File: src/rtl/branch_target_buffer_if.sv
// Lookup and update signal bundle for the branch target buffer.
// master drives lookups and resolved-branch updates; slave is the BTB itself.
interface branch_target_buffer_if;
  logic [15:0] lookup_pc;
  logic        pred_taken;
  logic [15:0] pred_next_pc;
  logic        update_en;
  logic [15:0] update_pc;
  logic [15:0] update_target;
  logic        update_taken;
  logic        update_is_jump;

  modport master (
    output lookup_pc, update_en, update_pc, update_target, update_taken, update_is_jump,
    input  pred_taken, pred_next_pc
  );

  modport slave (
    input  lookup_pc, update_en, update_pc, update_target, update_taken, update_is_jump,
    output pred_taken, pred_next_pc
  );
endinterface

File: src/rtl/branch_target_buffer.sv
// Direct-mapped branch target buffer with 2-bit saturating direction counters.
// Define BTB_BYPASS_EN to forward a same-PC update into the same-cycle lookup.
module branch_target_buffer #(
  parameter int unsigned ENTRIES  = 16,
  parameter int unsigned IDX_BITS = 4
) (
  input logic                  clk,
  input logic                  reset_n,
  branch_target_buffer_if.slave bus
);
  localparam int unsigned TagW = 16 - IDX_BITS;

  typedef enum logic [1:0] {CtrSnt = 2'b00, CtrWnt = 2'b01, CtrWt = 2'b10, CtrSt = 2'b11} ctr_e;

  logic            valid_q  [ENTRIES];
  logic            valid_d  [ENTRIES];
  logic [TagW-1:0] tag_q    [ENTRIES];
  logic [TagW-1:0] tag_d    [ENTRIES];
  logic [15:0]     target_q [ENTRIES];
  logic [15:0]     target_d [ENTRIES];
  ctr_e            ctr_q    [ENTRIES];
  ctr_e            ctr_d    [ENTRIES];
  logic            ready_q, ready_d;

  logic [IDX_BITS-1:0] upd_idx, lk_idx;
  logic [TagW-1:0]     upd_tag, lk_tag;
  logic                upd_fire, upd_hit;
  logic                lk_valid, lk_hit;
  logic [TagW-1:0]     lk_entry_tag;
  logic [15:0]         lk_target;
  ctr_e                lk_ctr;

  assign upd_idx = bus.update_pc[IDX_BITS-1:0];
  assign upd_tag = bus.update_pc[15:IDX_BITS];
  assign lk_idx  = bus.lookup_pc[IDX_BITS-1:0];
  assign lk_tag  = bus.lookup_pc[15:IDX_BITS];

  // ready_q stays low through the first edge after reset release, dropping any update on it.
  assign ready_d  = 1'b1;
  assign upd_fire = bus.update_en & ready_q & reset_n;
  assign upd_hit  = valid_q[upd_idx] && (tag_q[upd_idx] == upd_tag);

  always_comb begin
    valid_d  = valid_q;
    tag_d    = tag_q;
    target_d = target_q;
    ctr_d    = ctr_q;
    if (upd_fire) begin
      if (upd_hit) begin
        if (bus.update_is_jump) begin
          ctr_d[upd_idx] = CtrSt;
        end else if (bus.update_taken) begin
          if (ctr_q[upd_idx] != CtrSt) ctr_d[upd_idx] = ctr_e'(ctr_q[upd_idx] + 2'd1);
        end else begin
          if (ctr_q[upd_idx] != CtrSnt) ctr_d[upd_idx] = ctr_e'(ctr_q[upd_idx] - 2'd1);
        end
        if (bus.update_taken) target_d[upd_idx] = bus.update_target;
      end else if (bus.update_taken) begin
        valid_d[upd_idx]  = 1'b1;
        tag_d[upd_idx]    = upd_tag;
        target_d[upd_idx] = bus.update_target;
        ctr_d[upd_idx]    = bus.update_is_jump ? CtrSt : CtrWt;
      end
    end
  end

  always_ff @(posedge clk or negedge reset_n) begin
    if (!reset_n) begin
      ready_q <= 1'b0;
      for (int i = 0; i < ENTRIES; i++) begin
        valid_q[i] <= 1'b0;
        ctr_q[i]   <= CtrWnt;
      end
    end else begin
      ready_q <= ready_d;
      valid_q <= valid_d;
      ctr_q   <= ctr_d;
    end
  end

  // Tags and targets are qualified by valid, so they carry no reset.
  always_ff @(posedge clk) begin
    tag_q    <= tag_d;
    target_q <= target_d;
  end

`ifdef BTB_BYPASS_EN
  logic fwd;
  assign fwd = upd_fire && (bus.update_pc == bus.lookup_pc);

  always_comb begin
    lk_valid     = fwd ? valid_d[lk_idx]  : valid_q[lk_idx];
    lk_entry_tag = fwd ? tag_d[lk_idx]    : tag_q[lk_idx];
    lk_target    = fwd ? target_d[lk_idx] : target_q[lk_idx];
    lk_ctr       = fwd ? ctr_d[lk_idx]    : ctr_q[lk_idx];
  end
`else
  always_comb begin
    lk_valid     = valid_q[lk_idx];
    lk_entry_tag = tag_q[lk_idx];
    lk_target    = target_q[lk_idx];
    lk_ctr       = ctr_q[lk_idx];
  end
`endif

  // Short-circuit on valid keeps unreset tag bits from leaking X into the outputs.
  assign lk_hit = reset_n && lk_valid && (lk_entry_tag == lk_tag);

  always_comb begin
    bus.pred_taken   = lk_hit & lk_ctr[1];
    bus.pred_next_pc = bus.pred_taken ? lk_target : bus.lookup_pc + 16'd1;
  end
endmodule

File: src/flat_wrapper.sv
// flat-port wrapper written by rule: the top's interface ports become plain ports
module branch_target_buffer_flat 
#(
  parameter int unsigned ENTRIES  = 16,
  parameter int unsigned IDX_BITS = 4
)
  (clk, reset_n, bus_lookup_pc, bus_update_en, bus_update_pc, bus_update_target, bus_update_taken, bus_update_is_jump, bus_pred_taken, bus_pred_next_pc);
  branch_target_buffer_if bus_i ();
  input logic clk;
  input logic reset_n;
  input wire logic [$bits(bus_i.lookup_pc)-1:0] bus_lookup_pc;
  input wire logic [$bits(bus_i.update_en)-1:0] bus_update_en;
  input wire logic [$bits(bus_i.update_pc)-1:0] bus_update_pc;
  input wire logic [$bits(bus_i.update_target)-1:0] bus_update_target;
  input wire logic [$bits(bus_i.update_taken)-1:0] bus_update_taken;
  input wire logic [$bits(bus_i.update_is_jump)-1:0] bus_update_is_jump;
  output wire logic [$bits(bus_i.pred_taken)-1:0] bus_pred_taken;
  output wire logic [$bits(bus_i.pred_next_pc)-1:0] bus_pred_next_pc;
  assign bus_i.lookup_pc = bus_lookup_pc;
  assign bus_i.update_en = bus_update_en;
  assign bus_i.update_pc = bus_update_pc;
  assign bus_i.update_target = bus_update_target;
  assign bus_i.update_taken = bus_update_taken;
  assign bus_i.update_is_jump = bus_update_is_jump;
  assign bus_pred_taken = bus_i.pred_taken;
  assign bus_pred_next_pc = bus_i.pred_next_pc;
  branch_target_buffer #(.ENTRIES(ENTRIES), .IDX_BITS(IDX_BITS)) u_core (.clk(clk), .reset_n(reset_n), .bus(bus_i));
endmodule
File: config.mk
export PLATFORM = sky130hd
export DESIGN_NAME = branch_target_buffer_flat
export DESIGN_NICKNAME = d
export VERILOG_FILES = /design/src/rtl/branch_target_buffer_if.sv /design/src/rtl/branch_target_buffer.sv /design/src/flat_wrapper.sv
export SDC_FILE = /design/constraint.sdc
export NUM_CORES = 1
export LEC_CHECK = 0
export CORE_ASPECT_RATIO = 1.5
export CORE_MARGIN = 10
export CORE_UTILIZATION = 62
export CTS_CLUSTER_DIAMETER = 100
export CTS_CLUSTER_SIZE = 16
export DETAILED_ROUTE_END_ITERATION = 6
export GPL_ROUTABILITY_DRIVEN = 0
export HOLD_SLACK_MARGIN = 0.05
export PLACE_DENSITY = 0.79
export SETUP_SLACK_MARGIN = 0.05
export SLEW_MARGIN = 25
export SYNTH_ARGS = -nofsm -noshare
export SYNTH_HDL_FRONTEND = slang
export SYNTH_SLANG_ARGS = --single-unit
File: constraint.sdc
create_clock -name clk -period 6.07 [get_ports clk]
set_clock_uncertainty 0.2 [all_clocks]
set_input_delay 1.214 -clock clk [delete_from_list [all_inputs] [get_ports clk]]
set_output_delay 1.214 -clock clk [all_outputs]
set_load 0.005 [all_outputs]
== Word-level counts from Yosys, hierarchy flattened ==
Index checks and enable logic that the tools add are counted.

* Input port bits: 53
* Logic and storage cells: 135
* ROM bits: 0
* Memory bits (writable): 0
* Bits in latches: 0
* Register bits after elaboration: 497
* Output and inout port bits: 17
* Memories kept: 0

* Shift-type cells: 0
* Reductions and logical operators: 10
* Bitwise gates (word level): 8
* Equality and inequality tests: 4
* Add/sub/neg operators: 3
* Divide/modulo/power cells: 0
* Multiplexer cells: 42
* $mul: 0
* $lt $le $gt $ge: 3

{| class="wikitable"
|+ Operators with widths
! kind !! count
|-
| 256-bit bitwise mux || 1
|-
| 192-bit bitwise mux || 1
|-
| 32-bit two-way mux || 6
|-
| 12-bit binary-select mux with 4-bit select || 2
|-
| 32-bit bitwise mux || 3
|-
| 16-bit binary-select mux with 4-bit select || 1
|-
| 16-bit demux with 4-bit select || 1
|-
| 16-bit two-way mux || 4
|-
| 12-bit two-way mux || 5
|-
| 12-bit demux with 4-bit select || 1
|-
| 32-bit OR || 1
|-
| 12-bit equality test || 2
|-
| 16-bit by 1-bit adder with 16-bit output, second input constant || 1
|-
| 2-bit binary-select mux with 4-bit select || 2
|-
| 16-bit OR || 1
|-
| 5-bit >= comparator, second input constant || 2
|-
| 2-bit two-way mux || 5
|-
| 4-bit NOT with 5-bit output || 2
|-
| 1-bit binary-select mux with 4-bit select || 2
|-
| 2-bit demux with 4-bit select || 1
|-
| 1-bit two-way mux || 6
|-
| 5-bit by 1-bit < comparator with 1-bit output, second input constant || 1
|-
| 1-bit demux with 4-bit select || 1
|-
| 1-bit logical AND || 4
|-
| 11 further kinds || 14
|}

== Longest topological paths before layout ==
Gate-level depths: netlist of run 1.

* Word-level depth: 10
* Depth in mapped cells: 16
* Mapped depth without buffers: 11

== Worst setup path before layout of run 1 ==
No wires, ideal clock.

* Kind: input -> output
* Start: input bus_lookup_pc[1]
* End: output bus_pred_next_pc[10]
* Path slack: 0.640 ns
* Data arrival time: 4.016 ns
* Required time: 4.656 ns
* Buffers on the path: 3
* Cell stages on the path: 10
* Path through: clkbuf_1 > clkbuf_1 > mux4_2 > mux4_2 > xnor2_1 > nand4_1 > nor4_1 > nand4_1 > buf_2 > mux2_2

* Cells in the longest elaborated chain, start to end: 8
* Elaborated cells on any way between the ends: 19
* Those cells by class: 1 x add/sub; 1 x eq/ne; 13 x mux; 2 x bitwise; 2 x reduce/logical

{| class="wikitable"
|+ Ends and longest elaborated chain
! element !! line !! RTL
|-
| from (decl) || flat_wrapper.sv:11 || <nowiki>input wire logic [$bits(bus_i.lookup_pc)-1:0] bus_lookup_pc;</nowiki>
|-
| 4-bit NOT with 5-bit output (not written as such) || - ||
|-
| 12-bit binary-select mux with 4-bit select / 1-bit binary-select mux with 4-bit select (equally long branches) || branch_target_buffer.sv:100, branch_target_buffer.sv:99 ||
|-
| 12-bit two-way mux (not written as such) / 1-bit two-way mux (equally long branches) (2 in series) || branch_target_buffer.sv:100, branch_target_buffer.sv:99 ||
|-
| 12-bit equality test / 1-bit logical AND (equally long branches) || branch_target_buffer.sv:107 || <nowiki>assign lk_hit = reset_n && lk_valid && (lk_entry_tag == lk_tag);</nowiki>
|-
| 1-bit logical AND || branch_target_buffer.sv:107 ||
|-
| 1-bit bitwise AND || branch_target_buffer.sv:110 || <nowiki>bus.pred_taken = lk_hit & lk_ctr[1];</nowiki>
|-
| 16-bit two-way mux (*) || branch_target_buffer.sv:111 || <nowiki>bus.pred_next_pc = bus.pred_taken ? lk_target : bus.lookup_pc + 16'd1;</nowiki>
|-
| to (decl) || flat_wrapper.sv:18 || <nowiki>output wire logic [$bits(bus_i.pred_next_pc)-1:0] bus_pred_next_pc;</nowiki>
|}

Every way passes the cells marked *; elsewhere a longest branch is shown, timed or not. The select of a mux whose other input is x is not followed.

== Worst setup path after layout of run 1 ==
* Start: input bus_lookup_pc[0]
* End: output bus_pred_next_pc[1]

Same word-level chain as after synthesis.

==> results.cfg, run 1 <==
[power]
p_per_area_nw_per_um2 = 266
p_leak_nw = 8.05
power_mw = 6.59
seq_power_share_pct = 57.4
p_clk_share_pct = 34.3
p_int_mw = 5.17
ir_worst_vdd_mv = 0.246
combPwrFrac_pct = 8.3
p_sw_share_pct = 21.5
power.net_switching_mw = 1.41

[cts]
cts_tree = done
clk_pin_slew_worst_paths_ps = 60
htree_levels = 2
clockBufferDepth = 3
cts_buffers = 37
cts_hold_buf = 0
cts_resized = 0
clock-sinks = 497
clk_latency_ps = 550
postCtsSetupBuffers = 0
root_buffer = clkbuf_16

[logic_synthesis]
synth-edff-count = 448
ys_async_sr_fraction_pct = 9.86
avgSynthCellArea_sq_um = 18.8
ys.flop_type = edfxtp_1
ys_ff_latch = 497
syn-cell-area_sq_um = 22200
ys.warnings.count = 0
syn-num-nets = 1236
ys_seq_area_share_pct = 66.2
synth_cell_types = 57
synth_cells = 1180

[timing]
post-route-period-util_pct = 97.9
hold_viol_final = 0
relSlewSlack_pct = 41.4
fin_crit_ps = 5940
tns_ps = 0
setup_viol = 0
worst_hold_slack_ps = 314
fmax_mhz = 168
maxSlewViolCount = 0
tightest_slew_ps = 879
rsz0062_at_grt = false

[worst_setup_path]
end_kind = output pin
path_cells = buf_8, mux4_2, mux4_2, xnor2_1, nand4_1, nor4_1, nand4_1, buf_12, mux2_2, clkdlybuf4s50_1
start_kind = input port
slowest_delay_ps = 550
slowest_stage = mux4_2
r2r_setup_slack_ps = 1970
worstSetupPathType = input port to output pin
cp.arrival_ps = 4530
crit_path_max_fanout = 30
crit_required_ps = 4660

[detailed_routing]
routedWlPerCell_microns = 31.5
vias_per_cell = 6.89
via_count = 12200
drcViolationCount = 0
first_pass_iters = 5
first_iter_violations = 1420
postRouteAntennaNets = 0
wl_mm = 55.8

[layout]
nets = 1340
multi_input_area_sq_um = 7100
layout-drive-gt1-share_pct = 30.2
syn_to_final_growth_pct = 11.4
diodes = 0
n_fill_cell = 2146
regArea_sq_um = 14700

[grt]
grt_max_degree = 69
grt_pass1_vias = 12700
overflow = 0
antenna_found_initial = 0
grt.total_usage_pct = 25.4
grt_pass1_wl_mm = 83.0

[placed_design]
dp_hpwl_mm = 35.5
portBuffers = 69

[run_status]
status = completed

[hold_path]
hold_class = flip-flop to flip-flop

[die]
die_w_microns = 175
pin_count = 70
die_area_sq_um = 43900
start_util_pct = 63.1
die_y_microns = 252
core_area_sq_um = 35200
rows = 84

[job]
cap_violations = 0
==> routing by layer <==
metal | wire [microns] | global-route usage [%] | share of wire, % | vias to the layer above
met4 | 2460 | 11.0 | 4.4 | 0
li1 | - | - | - | 5062
met3 | 4520 | 4.17 | 8.1 | 137
met1 | 19800 | 31.0 | 35 | 6337
met2 | 29000 | 44.1 | 52 | 670
met5 | 0 | 0 | 0 | -
==> power by group through the flow <==
stage	logic [mW]	registers, mW	clock network (mW)
2_1_floorplan	0.334	3.85	0
3_3_place_gp	0.531	3.85	0
3_5_place_dp	0.545	3.86	0
4_1_cts	0.547	3.78	2.28
5_1_grt	0.581	3.78	2.41
6_report	0.547	3.78	2.26
==> Yosys cell counts (17+ instances only) <==
library cell / count / share of area [%]
buf_2: 27 / 0.61
inv_1: 21 / 0.35
nand3_1: 23 / 0.52
clkbuf_1: 37 / 0.63
nand2_1: 40 / 0.68
mux2i_1: 39 / 1.8
xnor2_1: 21 / 0.83
edfxtp_1: 448 / 61
dfrtp_1: 33 / 3.7
nor2_1: 50 / 0.85
a21oi_1: 22 / 0.50
mux4_2: 188 / 19
mux2_2: 39 / 2.0
o21bai_1: 17 / 0.57
==> metrics by stage <==
step / setup WS (ps) / std cells / cell area (sq um) / util, %
6_report: 129 / 1772 / 24700 / 70.3
5_1_grt: 50.1 / 1772 / 24700 / 70.3
4_1_cts: 85.2 / 1772 / 24700 / 70.3
3_5_place_dp: 103 / 1718 / 23700 / 67.3
3_3_place_gp: 133 / 1718 / 23700 / 67.3
2_1_floorplan: 640 / 1180 / 22200 / -
==> worst max-delay path, delay by kind of cell <==
kind	cells	cell delay [ps]
and+or+nand+nor	3	750
xor gates and xnor gates	1	200
muxes	3	1300
buffers and inverters	3	1030
==> path summary, 6_finish.rpt <==
check                      depth (start not counted)                   to          startpoint
max                                               10  bus_pred_next_pc[1]    bus_lookup_pc[0]
min                                                1   u_core.valid_q[12]  u_core.valid_q[12]
max reg2reg                                        9    u_core.tag_q[142]   u_core.tag_q[137]
min reg2reg                                        1   u_core.valid_q[12]  u_core.valid_q[12]
max in group asynchronous                          2   u_core.valid_q[11]             reset_n
min in group asynchronous                          2     u_core.ctr_q[25]             reset_n
==> cell type report <==
type	count	share of cell area, %
well taps	473	2.39
inverters	24	0.364
clock buffers	52	4.05
multi-input cells	586	28.7
repair buffers	138	4.98
flip-flops and latches	497	59.4
clock inverters	2	0.131
==> state kept, by name (all words and copies together) (netlist names) <==
register	flops
u_core.target_q	256
u_core.tag_q	192
u_core.ctr_q	32
u_core.valid_q	16
u_core.ready_q	1
==> cell families (layout without fill, tap and decap cells) <==
logic type / after synthesis / in the layout / synth area share, %
flip-flops: 497 / 497 / 66.2
multiplexers: 266 / 266 / 22.8
AND/OR/NAND/NOR: 173 / 173 / 3.81
AO/OA/AOI/OAI: 108 / 108 / 3.60
buffers and inverters: 97 / 216 / 2.03
XOR/XNOR: 35 / 35 / 1.38
adder cells (fa/ha/maj): 3 / 3 / 0.169
other: 1 / 1 / 0.0169
==> cell usage in the layout, fill, tap and decap left out, types with 3 or more instances in the layout <==
cell type,count
xnor2_1,21
nor2_2,17
dfrtp_1,33
dfstp_2,16
o22ai_2,10
buf_4,67
a21oi_1,22
clkbuf_16,38
buf_2,5
nand2_1,40
ha_1,3
mux2_2,39
mux4_2,188
a221oi_1,3
clkbuf_1,14
clkdlybuf4s50_1,61
inv_2,3
buf_12,4
xor2_1,14
o211ai_1,5
and2_1,3
o21bai_1,17
o22ai_1,10
mux2i_1,39
and3_1,8
a22o_1,6
nand4_1,6
nor2_1,34
nand3_1,23
inv_1,21
a22oi_1,6
or4_1,4
nor4_1,16
o21ai_0,11
nor3_1,4
nor3b_1,3
edfxtp_1,448
nor2b_1,8
No activity file was read; power rests on OpenSTA's default activity.
==> run 2: changes to the inputs <==
--- a/config.mk
+++ b/config.mk
@@ -5,15 +5,17 @@
 export SDC_FILE = /design/constraint.sdc
 export NUM_CORES = 1
 export LEC_CHECK = 0
+export ABC_AREA = 1
 export CORE_ASPECT_RATIO = 1.5
 export CORE_MARGIN = 10
-export CORE_UTILIZATION = 62
+export CORE_UTILIZATION = 64
+export CTS_BUF_LIST = sky130_fd_sc_hd__clkbuf_4 sky130_fd_sc_hd__clkbuf_8
 export CTS_CLUSTER_DIAMETER = 100
 export CTS_CLUSTER_SIZE = 16
 export DETAILED_ROUTE_END_ITERATION = 6
 export GPL_ROUTABILITY_DRIVEN = 0
 export HOLD_SLACK_MARGIN = 0.05
-export PLACE_DENSITY = 0.79
+export PLACE_DENSITY = 0.81
 export SETUP_SLACK_MARGIN = 0.05
 export SLEW_MARGIN = 25
 export SYNTH_ARGS = -nofsm -noshare
==> constraint.sdc (replaced) <==
create_clock -name clk -period 6.07 [get_ports clk]
set_clock_uncertainty 0.2 [all_clocks]
set_input_delay 0.9105 -clock clk [delete_from_list [all_inputs] [get_ports clk]]
set_output_delay 0.9105 -clock clk [all_outputs]
set_load 0.005 [all_outputs]
==> results.cfg, run 2 <==
[run_status]
status = complete, but fails checks
violations = design-rule violations

[power]
power_mw = 6.17
ir_worst_vdd_mv = 0.233
p_per_area_nw_per_um2 = 239
p_leak_nw = 9.97

[logic_synthesis]
synth_top_area_share_pct = 55.8
post_synth_xor_area_fraction_pct = 0.691
ys_async_sr_fraction_pct = 9.86
synth-compound-area-share_pct = 12.3
synth_fa_ha_area_share_pct = 0.156
muxShareOfSynthArea_pct = 0
synth_simple_gate_area_share_pct = 20.3
synthTopCellsByCount = nand2_1, edfxtp_1, nor2_1
synth_top_family_by_area = simple AND/OR/NAND/NOR gates
post-synth-top-count-cell = nand2_1
syn-cell-area_sq_um = 24100
ys_ff_latch = 497
ys_seq_area_share_pct = 61.0
synth_cell_types = 47
ys.warnings.count = 0
synth.area.top_cells = edfxtp_1, nand2_1, o21ai_0, nor2_1, dfrtp_1
ys.flop_type = edfxtp_1
syn-num-nets = 2602
synth_top_area_cell = edfxtp_1
avgSynthCellArea_sq_um = 9.46
synth-edff-count = 448
synth_cells = 2546

[timing]
fin_crit_ps = 5590
post-route-period-util_pct = 92.0
rsz0062_at_grt = false
tns_ps = 0
fmax_mhz = 179
hold_viol_final = 0
maxSlewViolCount = 0
setup_viol = 0
tightest_slew_ps = 1120
relSlewSlack_pct = 24.9

[job]
cap_violations = 0

[worst_setup_path]
startpoint = bus_lookup_pc[3]
reg2reg_to = u_core.tag_q[8]
cpMostUsedCell = nand2_1
slowest_delay_ps = 780
crit_required_ps = 4960
setup.worst_path.end = bus_pred_next_pc[6]
crit_path_max_fanout = 16
cp.arrival_ps = 4470
r2r_setup_slack_ps = 2620
r2r_cells = 17
r2r_start = u_core.tag_q[173]
end_kind = output pin
worstSetupPathType = input port to output pin
path_cells = clkdlybuf4s50_1, inv_2, nor2_2, nand2_1, nand3_1, nor2_1, nor3b_1, nand2_1, nor2_1, nand2_1, o21ai_0, clkdlybuf4s50_1
slowest_stage = nor2_2
start_kind = input port

[cts]
cts_hold_buf = 0
clk_latency_ps = 610
htree_levels = 2
root_buffer = clkbuf_8
clockBufferDepth = 3
postCtsSetupBuffers = 0
cts_resized = 0
cts_tree = done
clock-sinks = 497
clk_pin_slew_worst_paths_ps = 100
cts_buffers = 37

[hold_path]
hold_class = input port to asynchronous set/reset pin

[detailed_routing]
first_pass_iters = 7
via_count = 19400
postRouteAntennaNets = 0
drcViolationCount = 14
routedWlPerCell_microns = 22.4
vias_per_cell = 6.31
first_iter_violations = 2512
wl_mm = 68.8

[die]
die_y_microns = 258
die_area_sq_um = 46000
die_w_microns = 178
pin_count = 70
rows = 87
start_util_pct = 64.3
core_area_sq_um = 37400

[layout]
diodes = 0
layout_commonest_cell = nand2_1
multi_input_area_sq_um = 8150
layout-drive-gt1-share_pct = 8.31
n_fill_cell = 2774
largestRegisters = u_core.target_q (256), u_core.tag_q (192), u_core.ctr_q (32)
nets = 2629
final_cell_mix = nand2_1, edfxtp_1, nor2_1
largest-register = u_core.target_q
largest_reg_flops = 256
syn_to_final_growth_pct = 7.27
final_cells = 3076
regArea_sq_um = 14700

[placed_design]
placed_cells = 3023
portBuffers = 69
dp_hpwl_mm = 43.8

[grt]
antenna_found_initial = 0
grt_pass1_vias = 18700
grt_max_degree = 89
grt.total_usage_pct = 29.4
grt_pass1_wl_mm = 105
overflow = 0
-- run 2: cell types whose count changed after synthesis, sizes merged, moves of 26 or more --
cell	before	now
buf	36	67
clkbuf	37	72
inv	24	160
mux2	39	0
mux2i	39	0
mux4	188	0
nand2	40	733
nand3	23	91
nor2	52	344
o21ai	12	354
o221ai	1	27
o22ai	20	60
-- run 2: area by class of cell --
cell class | instances | share of cell area [%]
tap | 489 | 2.37
timing repair buffer | 127 | 4.38
sequential | 497 | 56.9
clock buffer | 49 | 2.32
inverter | 163 | 2.39
clock inverter | 4 | 0.136
multi-input combinational | 1747 | 31.5
-- run 2: stage by stage --
step	worst slack, ps	cell area [sq um]	hold slack, ps	util (%)
global placement	674	25200	252	67.3
CTS	572	25800	86.4	69.0
global route	237	25800	113	69.0
detailed placement	579	25200	268	67.3
floorplan	2190	24100	237	-
finish	485	25800	90.8	69.0
-- run 2: worst max-delay path, delay by kind of cell --
kind / cells / cell delay, ps
buffers and inverters: 3 / 1210
AO/OA/AOI/OAI: 1 / 290
AND/OR/NAND/NOR: 8 / 2050
-- run 2: how the worst min path moves through the flow --
| stage | start | endpoint | slack, ps | depth (start not counted) |
|---|---|---|---|---|
| final | reset_n | u_core.ctr_q[11] | 90 | 1 |
| after global routing | reset_n | u_core.ctr_q[11] | 110 | 1 |
| after global placement | u_core.valid_q[11] | u_core.valid_q[11] | 250 | 2 |
| after floorplan | u_core.valid_q[13] | u_core.valid_q[13] | 240 | 2 |
| after CTS | reset_n | u_core.ctr_q[11] | 90 | 1 |
| after detailed placement | u_core.valid_q[13] | u_core.valid_q[13] | 270 | 2 |
-- run 2: kinds of logic (layout without fill, tap and decap cells) --
kind of cell,count (synthesis),after routing
compound gates,522,522
xor+xnor,19,19
other cells,1,1
buf+inv,302,343
flops,497,497
simple gates,1202,1202
fa+ha+maj,3,3
-- run 2: layer usage --
metal / vias to the layer above / GRT usage [%] / part of all wire, %
met5: - / 0 / 0
met4: 0 / 16.5 / 6.1
met3: 301 / 5.11 / 10
met2: 1297 / 47.9 / 48
met1: 9085 / 36.5 / 35
li1: 8723 / - / -
-- run 2: report_power, final --
| group | internal (mW) | leakage, nW | switching, mW |
|---|---|---|---|
| Sequential | 3.76 | 4.52 | 0.0211 |
| Clock | 0.646 | 0.334 | 1.05 |
| Combinational | 0.209 | 5.12 | 0.492 |
==> run 3: changes to the inputs <==
--- a/config.mk
+++ b/config.mk
@@ -16,6 +16,7 @@
 export GPL_ROUTABILITY_DRIVEN = 0
 export HOLD_SLACK_MARGIN = 0.05
 export PLACE_DENSITY = 0.81
+export REMOVE_ABC_BUFFERS = 1
 export SETUP_SLACK_MARGIN = 0.05
 export SLEW_MARGIN = 25
 export SYNTH_ARGS = -nofsm -noshare
==> results.cfg, run 3 (synthesized netlist as in run 2, its figures left out) <==
[worst_setup_path]
reg2reg_to = u_core.valid_q[8]
path_cells = buf_4, inv_2, o21ai_0, o22ai_1, o211ai_1, nand3_1, nand2_1, nand2_1, nor2_1, nand2_1, nor3_4, nand2_2, nand2_1, nand2_1, clkdlybuf4s50_1
r2r_setup_slack_ps = 2600
slowest_delay_ps = 570
r2r_start = u_core.tag_q[131]
start_kind = input port
cpMostUsedCell = nand2_1
end_kind = output pin
worstSetupPathType = input port to output pin
r2r_cells = 14
crit_path_max_fanout = 60
crit_required_ps = 4960
worstPathBufferInverterCount = 3
critPathTopFamily = buffers and inverters
cp.arrival_ps = 4610
slowest_stage = buf_4

[cts]
cts_resized = 0
htree_levels = 2
clockBufferDepth = 3
clock-sinks = 497
clk_pin_slew_worst_paths_ps = 110
cts_buffers = 37
clk_latency_ps = 600
cts_hold_buf = 0
root_buffer = clkbuf_8
cts_tree = done
postCtsSetupBuffers = 0

[hold_path]
min_from = u_core.valid_q[3]
worstHoldPathCells = 2
hold_class = flip-flop to flip-flop
holdPathEnd = u_core.valid_q[3]

[detailed_routing]
wl_mm = 69.1
vias_per_cell = 6.40
via_count = 19700
first_iter_violations = 2891
routedWlPerCell_microns = 22.4
drcViolationCount = 0
first_pass_iters = 6
postRouteAntennaNets = 0

[layout]
syn_to_final_growth_pct = 7.39
final_cell_mix = nand2_1, edfxtp_1, nor2_1
largest-register = u_core.target_q
multi_input_area_sq_um = 8160
nets = 2629
layout-drive-gt1-share_pct = 8.47
layout_commonest_cell = nand2_1
finalInstanceArea_sq_um = 25900
largestRegisters = u_core.target_q (256), u_core.tag_q (192), u_core.ctr_q (32)
n_fill_cell = 2802
largest_reg_flops = 256
regArea_sq_um = 14700

[placed_design]
dp_hpwl_mm = 43.8
dpl-instance-area_sq_um = 25200
portBuffers = 69

[grt]
overflow = 0
grt_pass1_vias = 19200
grt.total_usage_pct = 29.4
grt_pass1_wl_mm = 106
grt_max_degree = 131
antenna_found_initial = 2

[timing]
tightest_slew_ps = 967
relSlewSlack_pct = 35.1
setup_viol = 0
rsz0062_at_grt = false
maxSlewViolCount = 0
hold_viol_final = 0
fin_crit_ps = 5720
tns_ps = 0
post-route-period-util_pct = 94.3
fmax_mhz = 175

[die]
die_area_sq_um = 46000
pin_count = 70
start_util_pct = 64.3
die_y_microns = 258
core_area_sq_um = 37400
die_w_microns = 178
rows = 87

[power]
p_leak_nw = 9.97
seq_power_share_pct = 61.0
p_per_area_nw_per_um2 = 240
p_int_mw = 4.62
ir_worst_vdd_mv = 0.201
p_clk_share_pct = 27.7
power.net_switching_mw = 1.58
combPwrFrac_pct = 11.4
p_sw_share_pct = 25.4

[job]
cap_violations = 0

[run_status]
status = completed
## run 3: cell types whose count changed in the layout (fill, tap and decap cells not counted)
cell / previous run / this run
inv_1: 136 / 135
buf_4: 58 / 57
diode_2: 0 / 2
clkbuf_4: 12 / 13
nor2_2: 15 / 18
buf_12: 2 / 3
nor2_1: 310 / 307
## run 3: worst max path at each step
| stage | depth (start not counted) | endpoint | slack, ps | startpoint |
|---|---|---|---|---|
| after floorplan | 15 | bus_pred_next_pc[13] | 880 | bus_lookup_pc[0] |
| after global placement | 13 | bus_pred_next_pc[11] | 610 | bus_lookup_pc[0] |
| after detailed placement | 13 | bus_pred_next_pc[11] | 480 | bus_lookup_pc[0] |
| after CTS | 13 | bus_pred_next_pc[11] | 490 | bus_lookup_pc[0] |
| after global routing | 15 | bus_pred_next_pc[15] | 150 | bus_lookup_pc[1] |
| final | 15 | bus_pred_next_pc[15] | 350 | bus_lookup_pc[1] |
## run 3: final cells by class
type	count	area share (%)
Antenna cell	2	0.0193
Clock buffer	50	2.35
Clock inverter	3	0.121
Inverter	163	2.38
Multi-Input combinational cell	1747	31.5
Sequential cell	497	56.8
Tap cell	489	2.36
Timing Repair Buffer	127	4.43
## run 3: tightest hold or removal path, stage by stage, from the launching register on
cell and delay, ps:
dfrtp_1 340, inv_1 50, o21ai_0 60
## run 3: through the flow
stage / setup slack [ps] / hold WS, ps / total power [mW] / util (%) / instances
after floorplan: 883 / 237 / 4.21 / - / 2407
final: 348 / 288 / 6.20 / 69.1 / 3078
after global routing: 149 / 317 / 6.39 / 69.1 / 3078
after global placement: 607 / 257 / 4.51 / 67.3 / 3023
after detailed placement: 481 / 260 / 4.54 / 67.4 / 3023
after CTS: 488 / 286 / 6.18 / 69.1 / 3076
## run 3: per-layer routing
metal	wire [microns]	GRT usage, %	vias up
met5	0	0	-
li1	-	-	8718
met2	33600	48.8	1420
met1	23700	35.5	9262
met3	7090	4.32	310
met4	4780	18.4	0
## run 3: power by group through the flow
stage | clock [mW] | combinational [mW] | sequential (mW)
floorplan | 0 | 0.359 | 3.85
global placement | 0 | 0.659 | 3.85
detailed placement | 0 | 0.683 | 3.85
CTS | 1.72 | 0.685 | 3.78
global route | 1.84 | 0.765 | 3.78
finish | 1.71 | 0.705 | 3.78
